## src/rtl/csa_pkg.sv

```systemverilog
// Shared FSM state encoding and accumulator width helper for the CSA accumulator.
package csa_pkg;

  typedef enum logic [1:0] {
    IDLE    = 2'd0,
    ACCUM   = 2'd1,
    RESOLVE = 2'd2,
    DONE    = 2'd3
  } state_t;

  // Enough headroom that the sum of every term in a full-length operation cannot wrap.
  function automatic int acc_bit_len(input int bit_len, input int terms, input int beats);
    return bit_len + $clog2(terms * beats);
  endfunction

endpackage

```

## src/rtl/compressor_tree_3_to_2.sv

```systemverilog
// Reduces NUM_ELEMENTS operands to a sum/carry pair with a chain of 3:2 carry-save stages.
// Purely combinational; o_sum + o_carry equals the operand total modulo 2^BIT_LEN.
module compressor_tree_3_to_2 #(
  parameter int NUM_ELEMENTS = 3,
  parameter int BIT_LEN      = 16
) (
  input  logic [BIT_LEN-1:0] i_terms [NUM_ELEMENTS],
  output logic [BIT_LEN-1:0] o_sum,
  output logic [BIT_LEN-1:0] o_carry
);

  logic [BIT_LEN-1:0] w_s [NUM_ELEMENTS-1];
  logic [BIT_LEN-1:0] w_c [NUM_ELEMENTS-1];

  assign w_s[0] = i_terms[0];
  assign w_c[0] = i_terms[1];

  // Each stage folds one more operand in; carries shift up and the top bit drops off.
  for (genvar j = 1; j < NUM_ELEMENTS - 1; j++) begin : g_stage
    assign w_s[j] = w_s[j-1] ^ w_c[j-1] ^ i_terms[j+1];
    assign w_c[j] = ((w_s[j-1] & w_c[j-1]) | (w_s[j-1] & i_terms[j+1]) |
                     (w_c[j-1] & i_terms[j+1])) << 1;
  end

  assign o_sum   = w_s[NUM_ELEMENTS-2];
  assign o_carry = w_c[NUM_ELEMENTS-2];

endmodule

```

## src/rtl/csa_accum_sequencer.sv

```systemverilog
// Accumulates num_beats beats of unsigned terms in carry-save form, then resolves one final sum.
// Result appears two edges after the last accepted beat and is held until out_ready.
module csa_accum_sequencer
  import csa_pkg::*;
#(
  parameter int  BIT_LEN        = 16,
  parameter int  TERMS_PER_BEAT = 4,
  parameter int  MAX_BEATS      = 16,
  localparam int ACC_BIT_LEN    = acc_bit_len(BIT_LEN, TERMS_PER_BEAT, MAX_BEATS),
  localparam int NB_W           = $clog2(MAX_BEATS + 1)
) (
  input  logic                   clk,
  input  logic                   rst,
  input  logic                   start,
  input  logic [NB_W-1:0]        num_beats,
  output logic                   busy,
  input  logic                   in_valid,
  output logic                   in_ready,
  input  logic [BIT_LEN-1:0]     in_terms [TERMS_PER_BEAT],
  output logic                   out_valid,
  input  logic                   out_ready,
  output logic [ACC_BIT_LEN-1:0] out_sum
);

  localparam int NUM_EL = TERMS_PER_BEAT + 2;

  state_t                 r_state;
  state_t                 w_state_nxt;
  logic [ACC_BIT_LEN-1:0] r_c;
  logic [ACC_BIT_LEN-1:0] r_s;
  logic [ACC_BIT_LEN-1:0] r_sum;
  logic [NB_W-1:0]        r_beat_cnt;
  logic [NB_W-1:0]        r_num_beats;
  logic [NB_W-1:0]        w_num_beats_sat;
  logic [NB_W-1:0]        w_cnt_inc;
  logic [ACC_BIT_LEN-1:0] w_tree_in [NUM_EL];
  logic [ACC_BIT_LEN-1:0] w_s_nxt;
  logic [ACC_BIT_LEN-1:0] w_c_nxt;
  logic                   w_beat_acc;
  logic                   w_last_beat;

  assign w_num_beats_sat = (num_beats > NB_W'(MAX_BEATS)) ? NB_W'(MAX_BEATS) : num_beats;
  assign w_cnt_inc       = r_beat_cnt + 1'b1;
  assign w_beat_acc      = in_valid && in_ready;
  assign w_last_beat     = (w_cnt_inc == r_num_beats);

  // Running carry/sum feed back as the first two operands alongside the new terms.
  assign w_tree_in[0] = r_c;
  assign w_tree_in[1] = r_s;
  for (genvar t = 0; t < TERMS_PER_BEAT; t++) begin : g_term
    assign w_tree_in[t+2] = ACC_BIT_LEN'(in_terms[t]);
  end

  compressor_tree_3_to_2 #(
    .NUM_ELEMENTS (NUM_EL),
    .BIT_LEN      (ACC_BIT_LEN)
  ) u_tree (
    .i_terms (w_tree_in),
    .o_sum   (w_s_nxt),
    .o_carry (w_c_nxt)
  );

  always_ff @(posedge clk) begin
    if (rst) begin
      r_state <= IDLE;
    end else begin
      r_state <= w_state_nxt;
    end
  end

  always_comb begin
    w_state_nxt = r_state;
    in_ready    = 1'b0;
    out_valid   = 1'b0;
    busy        = 1'b1;
    case (r_state)
      IDLE: begin
        busy = 1'b0;
        if (start) begin
          w_state_nxt = (num_beats == '0) ? RESOLVE : ACCUM;
        end
      end
      ACCUM: begin
        in_ready = 1'b1;
        if (w_beat_acc && w_last_beat) begin
          w_state_nxt = RESOLVE;
        end
      end
      RESOLVE: w_state_nxt = DONE;
      DONE: begin
        out_valid = 1'b1;
        if (out_ready) begin
          w_state_nxt = IDLE;
        end
      end
      default: w_state_nxt = IDLE;
    endcase
  end

  always_ff @(posedge clk) begin
    if (rst) begin
      r_c         <= '0;
      r_s         <= '0;
      r_sum       <= '0;
      r_beat_cnt  <= '0;
      r_num_beats <= '0;
    end else begin
      case (r_state)
        IDLE: begin
          if (start) begin
            r_c         <= '0;
            r_s         <= '0;
            r_beat_cnt  <= '0;
            r_num_beats <= w_num_beats_sat;
          end
        end
        ACCUM: begin
          if (w_beat_acc) begin
            r_c        <= w_c_nxt;
            r_s        <= w_s_nxt;
            r_beat_cnt <= w_cnt_inc;
          end
        end
        RESOLVE: r_sum <= r_c + r_s;
        default: ;
      endcase
    end
  end

  assign out_sum = r_sum;

endmodule

```

## config.mk

```make
export PLATFORM = sky130hd
export DESIGN_NAME = csa_accum_sequencer
export DESIGN_NICKNAME = d
export VERILOG_FILES = /design/src/rtl/csa_pkg.sv /design/src/rtl/compressor_tree_3_to_2.sv /design/src/rtl/csa_accum_sequencer.sv
export SDC_FILE = /design/constraint.sdc
export NUM_CORES = 1
export LEC_CHECK = 0
export CORE_UTILIZATION = 40
export DETAILED_ROUTE_END_ITERATION = 10
export GPL_TIMING_DRIVEN = 0
export PLACE_DENSITY_LB_ADDON = 0.1
export SYNTH_ARGS = -nofsm -noshare
export SYNTH_HDL_FRONTEND = slang
export SYNTH_SLANG_ARGS = --single-unit
```

## constraint.sdc

```tcl
create_clock -name clk -period 4.5 [get_ports clk]
set_input_delay 0.675 -clock clk [delete_from_list [all_inputs] [get_ports clk]]
set_output_delay 0.675 -clock clk [all_outputs]
set_load 0.03 [all_outputs]
```

# --- Word level (Yosys, flattened, before mapping) ---
# Index checks and enable logic that the tools add are counted.
op_classes:
  n_addsub: 2
  magnitude_cmp: 1
  eq_ne: 8
  mux: 17
  bitwise: 28
  reduce_logical: 8
ops:
  columns: ["op", "count"]
  rows:
  - ["$and 21x16->21", 8]
  - ["$or 21x21->21", 8]
  - ["$pmux 22 s2", 2]
  - ["$xor 22x16->22", 4]
  - ["$xor 22x22->22", 4]
  - ["$and 21x21->21", 4]
  - ["$mux 22", 3]
  - ["$add 22x22->22", 1]
  - ["$mux 5", 3]
  - ["$pmux 5 s2", 1]
  - ["$mux 2", 4]
  - ["$ne 2x2->1 const B", 4]
  - ["$pmux 2 s4", 1]
  - ["$reduce_and 3->1", 2]
  - ["$add 5x1->5 const B", 1]
  - ["$eq 5x5->1", 1]
  - ["$gt 5x5->1 const B", 1]
  - ["$logic_not 5->1", 1]
  - ["$eq 2x2->1 const B", 2]
  - ["$mux 1", 3]
  - ["$eq 2x1->1 const B", 1]
  - ["$logic_and 1x1->1", 2]
  - ["$logic_not 2->1", 1]
  - ["$reduce_and 2->1", 1]
  - ["$reduce_bool 2->1", 1]
word_totals:
  register_bits: 78
  inputBits: 74
  output_inout_bits: 25
  wordCells: 70

# --- Longest topological paths before layout ---
logic_depth:
  word_depth: 14
  depth_mapped: 9
  mapped_depth_nobuf: 9

# --- By module ---
# Synthesis repeated with hierarchy kept, for this count alone.
hier_totals:
  hier_cells: 574
  hier_area_um2: 5811.8
by_module_without_submodules:
  columns: ["module", "n_inst", "cells_each", "area_each_um2"]
  rows:
  - ["csa_accum_sequencer", 1, 470, 4017.6]
  - ["compressor_tree_3_to_2", 1, 104, 1794.2]

# --- Worst setup path after synthesis ---
# OpenSTA, ideal clock, no wires.
synth_path:
  kind: "input to register"
  from: "input in_terms[49] (netlist name)"
  to: "register r_s[1]"
  setup_time_ns: 0.128
  t_arrival_ns: 2.896
  required_ns: 4.372
  slack_ns: 1.477
  cell_stages: 8
  path_buffers: 0
  cell_sequence: "fa_1 -> fa_1 -> fa_1 -> inv_1 -> fa_1 -> nor2_1 -> a21oi_1 -> nor2_1"
synth_between:
  elab_chain_cells: 9
synth_lines:
  columns: ["element", "line", "rtl"]
  rows:
  - ["start: declaration", "csa_accum_sequencer.sv:19", "input logic [BIT_LEN-1:0] in_terms [TERMS_PER_BEAT],"]
  - ["$xor 22x16->22", "compressor_tree_3_to_2.sv:20", "assign w_s[j] = w_s[j-1] ^ w_c[j-1] ^ i_terms[j+1];"]
  - ["$xor 22x22->22", "compressor_tree_3_to_2.sv:20", null]
  - ["$xor 22x16->22", "compressor_tree_3_to_2.sv:20", null]
  - ["$xor 22x22->22", "compressor_tree_3_to_2.sv:20", null]
  - ["$xor 22x16->22", "compressor_tree_3_to_2.sv:20", null]
  - ["$xor 22x22->22", "compressor_tree_3_to_2.sv:20", null]
  - ["$xor 22x16->22", "compressor_tree_3_to_2.sv:20", null]
  - ["$mux 22", "csa_accum_sequencer.sv:118", "if (w_beat_acc) begin"]
  - ["$pmux 22 s2", "csa_accum_sequencer.sv:108", "case (r_state)"]
  - ["end signal: assignment", "csa_accum_sequencer.sv:120", "r_s <= w_s_nxt;"]
  - ["end: declaration", "csa_accum_sequencer.sv:30", "logic [ACC_BIT_LEN-1:0] r_s;"]
# No other way between the ends. The select of a mux whose other input is x is not followed.
# A chain may end at the register's enable or synchronous reset.

# --- Final worst setup path ---
# Ends and elaborated chain as after synthesis.

==> results.txt <==
top area cells in the synthesized netlist: sky130_fd_sc_hd__dfxtp_1, sky130_fd_sc_hd__fa_1, sky130_fd_sc_hd__ha_1
Remaining Overflow, GRT: 0
Post-Syn Area per Cell: 8.996 um2
utilization after layout: 52.38%
number of clock sinks: 77
number of warnings reported in the yosys synthesis log: 0
first-pass GRT wire length: 24,180 um
summed negative setup slack over all endpoints: 0 ns
unrepaired setup endpoints after global routing: false
syn nets: 838
Seq/Total Area, Yosys: 26.20%
Power Total: 2910 uW
category of the critical setup timing path: in -> reg
share of post-route cells with drive strength above 1: 3.906%
TritonCTS clock tree: yes
launching point of the worst reg2reg path: r_c[2]$_SDFFE_PP0P_
post-DP HPWL: 11,840 um
number of placed instances, taps included: 932
worst hold slack across all endpoints: 0.4784 ns
number of resized instances in the post-cts repair step: 0
data required time at the worst endpoint: 4.69 ns
hold buffer count at cts: 0
Max Transition Viols Final: 0
post-DR vias/cell: 5.110
max-cap violations: 0
number of enable-type register cells in the synthesized netlist: 0
number of buffers added for setup after CTS: 0
min Tclk post-route: 3.236 ns
vias in the first global route: 4,985
CTS buffer count: 9
portion of the clock cycle consumed by the worst path in the final layout: 71.90%
Net count, final: 947
register-to-register path setup slack: 1.64 ns
max-slew headroom at the worst pin: 50.06%
kind of end point of the critical path: flip-flop
total global routing track utilization: 20.77%
area of the placeable core: 14,100 um2
cells traversed along the worst timing path: clkdlybuf4s50_1 > fa_1 > fa_1 > fa_1 > inv_1 > fa_1 > nor2_1 > a21oi_1 > nor2_1
root buffer cell: sky130_fd_sc_hd__clkbuf_16
effective utilization at floorplan: 41.74%
Hold Path Origin: out_sum[15]$_SDFFE_PP0P_
post-synthesis instance total: 654
Leak: 0.003236 uW
number of cells in the finished layout apart from fillers: 948
Remaining DRCs: 0
total power divided by cell area: 394.2 nW/um2
number of diodes added for antenna fixing: 0
largest incremental delay on the critical path: 0.57 ns
die area: 15,200 um2
Most common cell on crit path: sky130_fd_sc_hd__fa_1
Routed Antenna Nets: 0
number of rows in the core area: 43
category of the worst setup path launch point: primary input
count of different cell masters after synthesis: 60
number of fill cells: 1,349
maximum number of pins on one net before global-route repair: 13
flip-flop cell with the highest count after synthesis: sky130_fd_sc_hd__dfxtp_1
result of the run: complete, no violations
Setup violations, final: 0
WP buf/inv: 2
routability cong.: 0.8711
H-tree depth reported by CTS: 3
deepest clock path buffer count: 2
post-synthesis async set-or-reset flop share: 0%
largest delay contributor family on the critical path: adder cells
data arrival time of the critical path: 3.43 ns
layout overhead on the synthesized area: 25.50%
via count: 4,844
latest clock arrival within the worst-skew pair: 0.33 ns
initial antenna violation count: 0
Avg WL per Cell: 15.64 um
Hold Crit Class: reg -> reg
Fin Clk Skew: 0.005583 ns
transition time at the pin with the least slew margin: 0.7492 ns
cell taking the most area after synthesis: sky130_fd_sc_hd__dfxtp_1
area used by multi-input combinational logic: 3879 um2
Storage cell area: 1541 um2
number of I/O pins: 99
violation count after the first detailed-route iteration: 280
proportion of netlist area held by the largest area contributor: 26.20%
number of I/O port buffers: 98
largest fanout of any net on the critical path: 1
Cell Area, Synth: 5883 um2
Yosys reg bits: 77
Fmax achieved: 0.3091 GHz
Max stage delay cell, worst path: sky130_fd_sc_hd__fa_1
Chip Width: 123.3 um
VDD IR-drop max: 151.5 uV
die span in y: 123.3 um
launching instance or port of the critical path: in_terms[49]
Pre-antenna DRT Iters: 4
Post-Route WL: 14,830 um
final hold violation count: 0
clock transition time at the flip-flop clock pins of the worst setup and hold paths: 0.06 ns
## area by class of cell
class	instances	area share (%)
well taps	180	3.050
inverters	85	4.321
repair buffers	98	13.29
multi-input cells	463	52.53
plain buffers	29	1.949
clock buffers	12	3.338
flip-flops and latches	77	20.88
clock inverters	4	0.6440
## layout by cell type, fill, tap and decap left out, drive strengths merged, types with 6 or more instances in the layout
| cell | n |
|---|---|
| xnor2 | 11 |
| o211ai | 7 |
| nand4 | 6 |
| nand3 | 10 |
| xor2 | 7 |
| nor2 | 106 |
| clkbuf | 35 |
| clkdlybuf4s50 | 98 |
| a21oi | 60 |
| dfxtp | 77 |
| a22oi | 14 |
| nor3b | 7 |
| ha | 45 |
| mux2i | 12 |
| nand2 | 30 |
| nor3 | 7 |
| buf | 6 |
| o21ai | 10 |
| inv | 85 |
| fa | 65 |
## worst paths after layout
path / cells past startpoint / end
hold reg to reg: 2 / out_sum[15]$_SDFFE_PP0P_
hold / removal: 2 / out_sum[15]$_SDFFE_PP0P_
setup / recovery: 9 / r_s[1]$_SDFFE_PP0P_
setup reg to reg: 8 / r_s[2]$_SDFFE_PP0P_
## stage by stage
stage | setup slack [ns] | instance area (um2)
final | 1.264 | 7383
after global routing | 1.111 | 7383
after CTS | 1.243 | 7383
after detailed placement | 0.8962 | 7089
after global placement | 0.9261 | 7089
after floorplan | 1.477 | 5883
## cells in the mapped netlist, drive strengths merged, types with 3 or more instances
library cell,number
a22oi,14
ha,45
nand3,10
clkbuf,23
fa,65
nand3b,3
o21ai,10
a211oi,3
nand2,30
nor2b,4
inv,85
nand2b,3
a21o,5
buf,6
a31oi,5
dfxtp,77
a21oi,60
o21a,4
o211ai,7
or3,3
nor2,106
mux2i,12
xnor2,11
xor2,7
nor3,7
nand4,6
and3,3
nor3b,7
o2111ai,3
## metal layers
layer / wire [um] / track usage (%) / vias up / part of all wire (%)
met2: 6989 / 35.41 / 126 / 47
met3: 811 / 2.399 / 12 / 5.5
li1: - / - / 2403 / -
met4: 153 / 5.422 / 0 / 1.0
met1: 6873 / 27.85 / 2303 / 46
met5: 0 / 0 / - / 0
## tightest hold or removal path: stages (launching register included)
cell and delay, ns:
sky130_fd_sc_hd__dfxtp_1 0.31, sky130_fd_sc_hd__nand2_1 0.06, sky130_fd_sc_hd__o21ai_0 0.06
## state kept, by name, indices dropped and copies added, names as in the netlist
signal / count
r_c: 21
r_beat_cnt: 5
r_s: 22
r_state: 2
r_num_beats: 5
out_sum: 22
## cell families after synthesis
| group | after synthesis | synth area share (%) |
|---|---|---|
| compound gates | 136 | 15.36 |
| xor+xnor | 18 | 2.680 |
| fa+ha+maj | 110 | 31.69 |
| buf+inv | 114 | 7.869 |
| flops | 77 | 26.20 |
| mux | 12 | 2.042 |
| simple gates | 187 | 14.16 |
## report_power, final
group | leakage, uW | switching [uW] | internal (uW)
registers | 0.000622 | 60.4 | 745
clock network | 0.000143 | 280 | 443
logic | 0.00247 | 845 | 537
No activity file was read; power rests on OpenSTA's default activity.
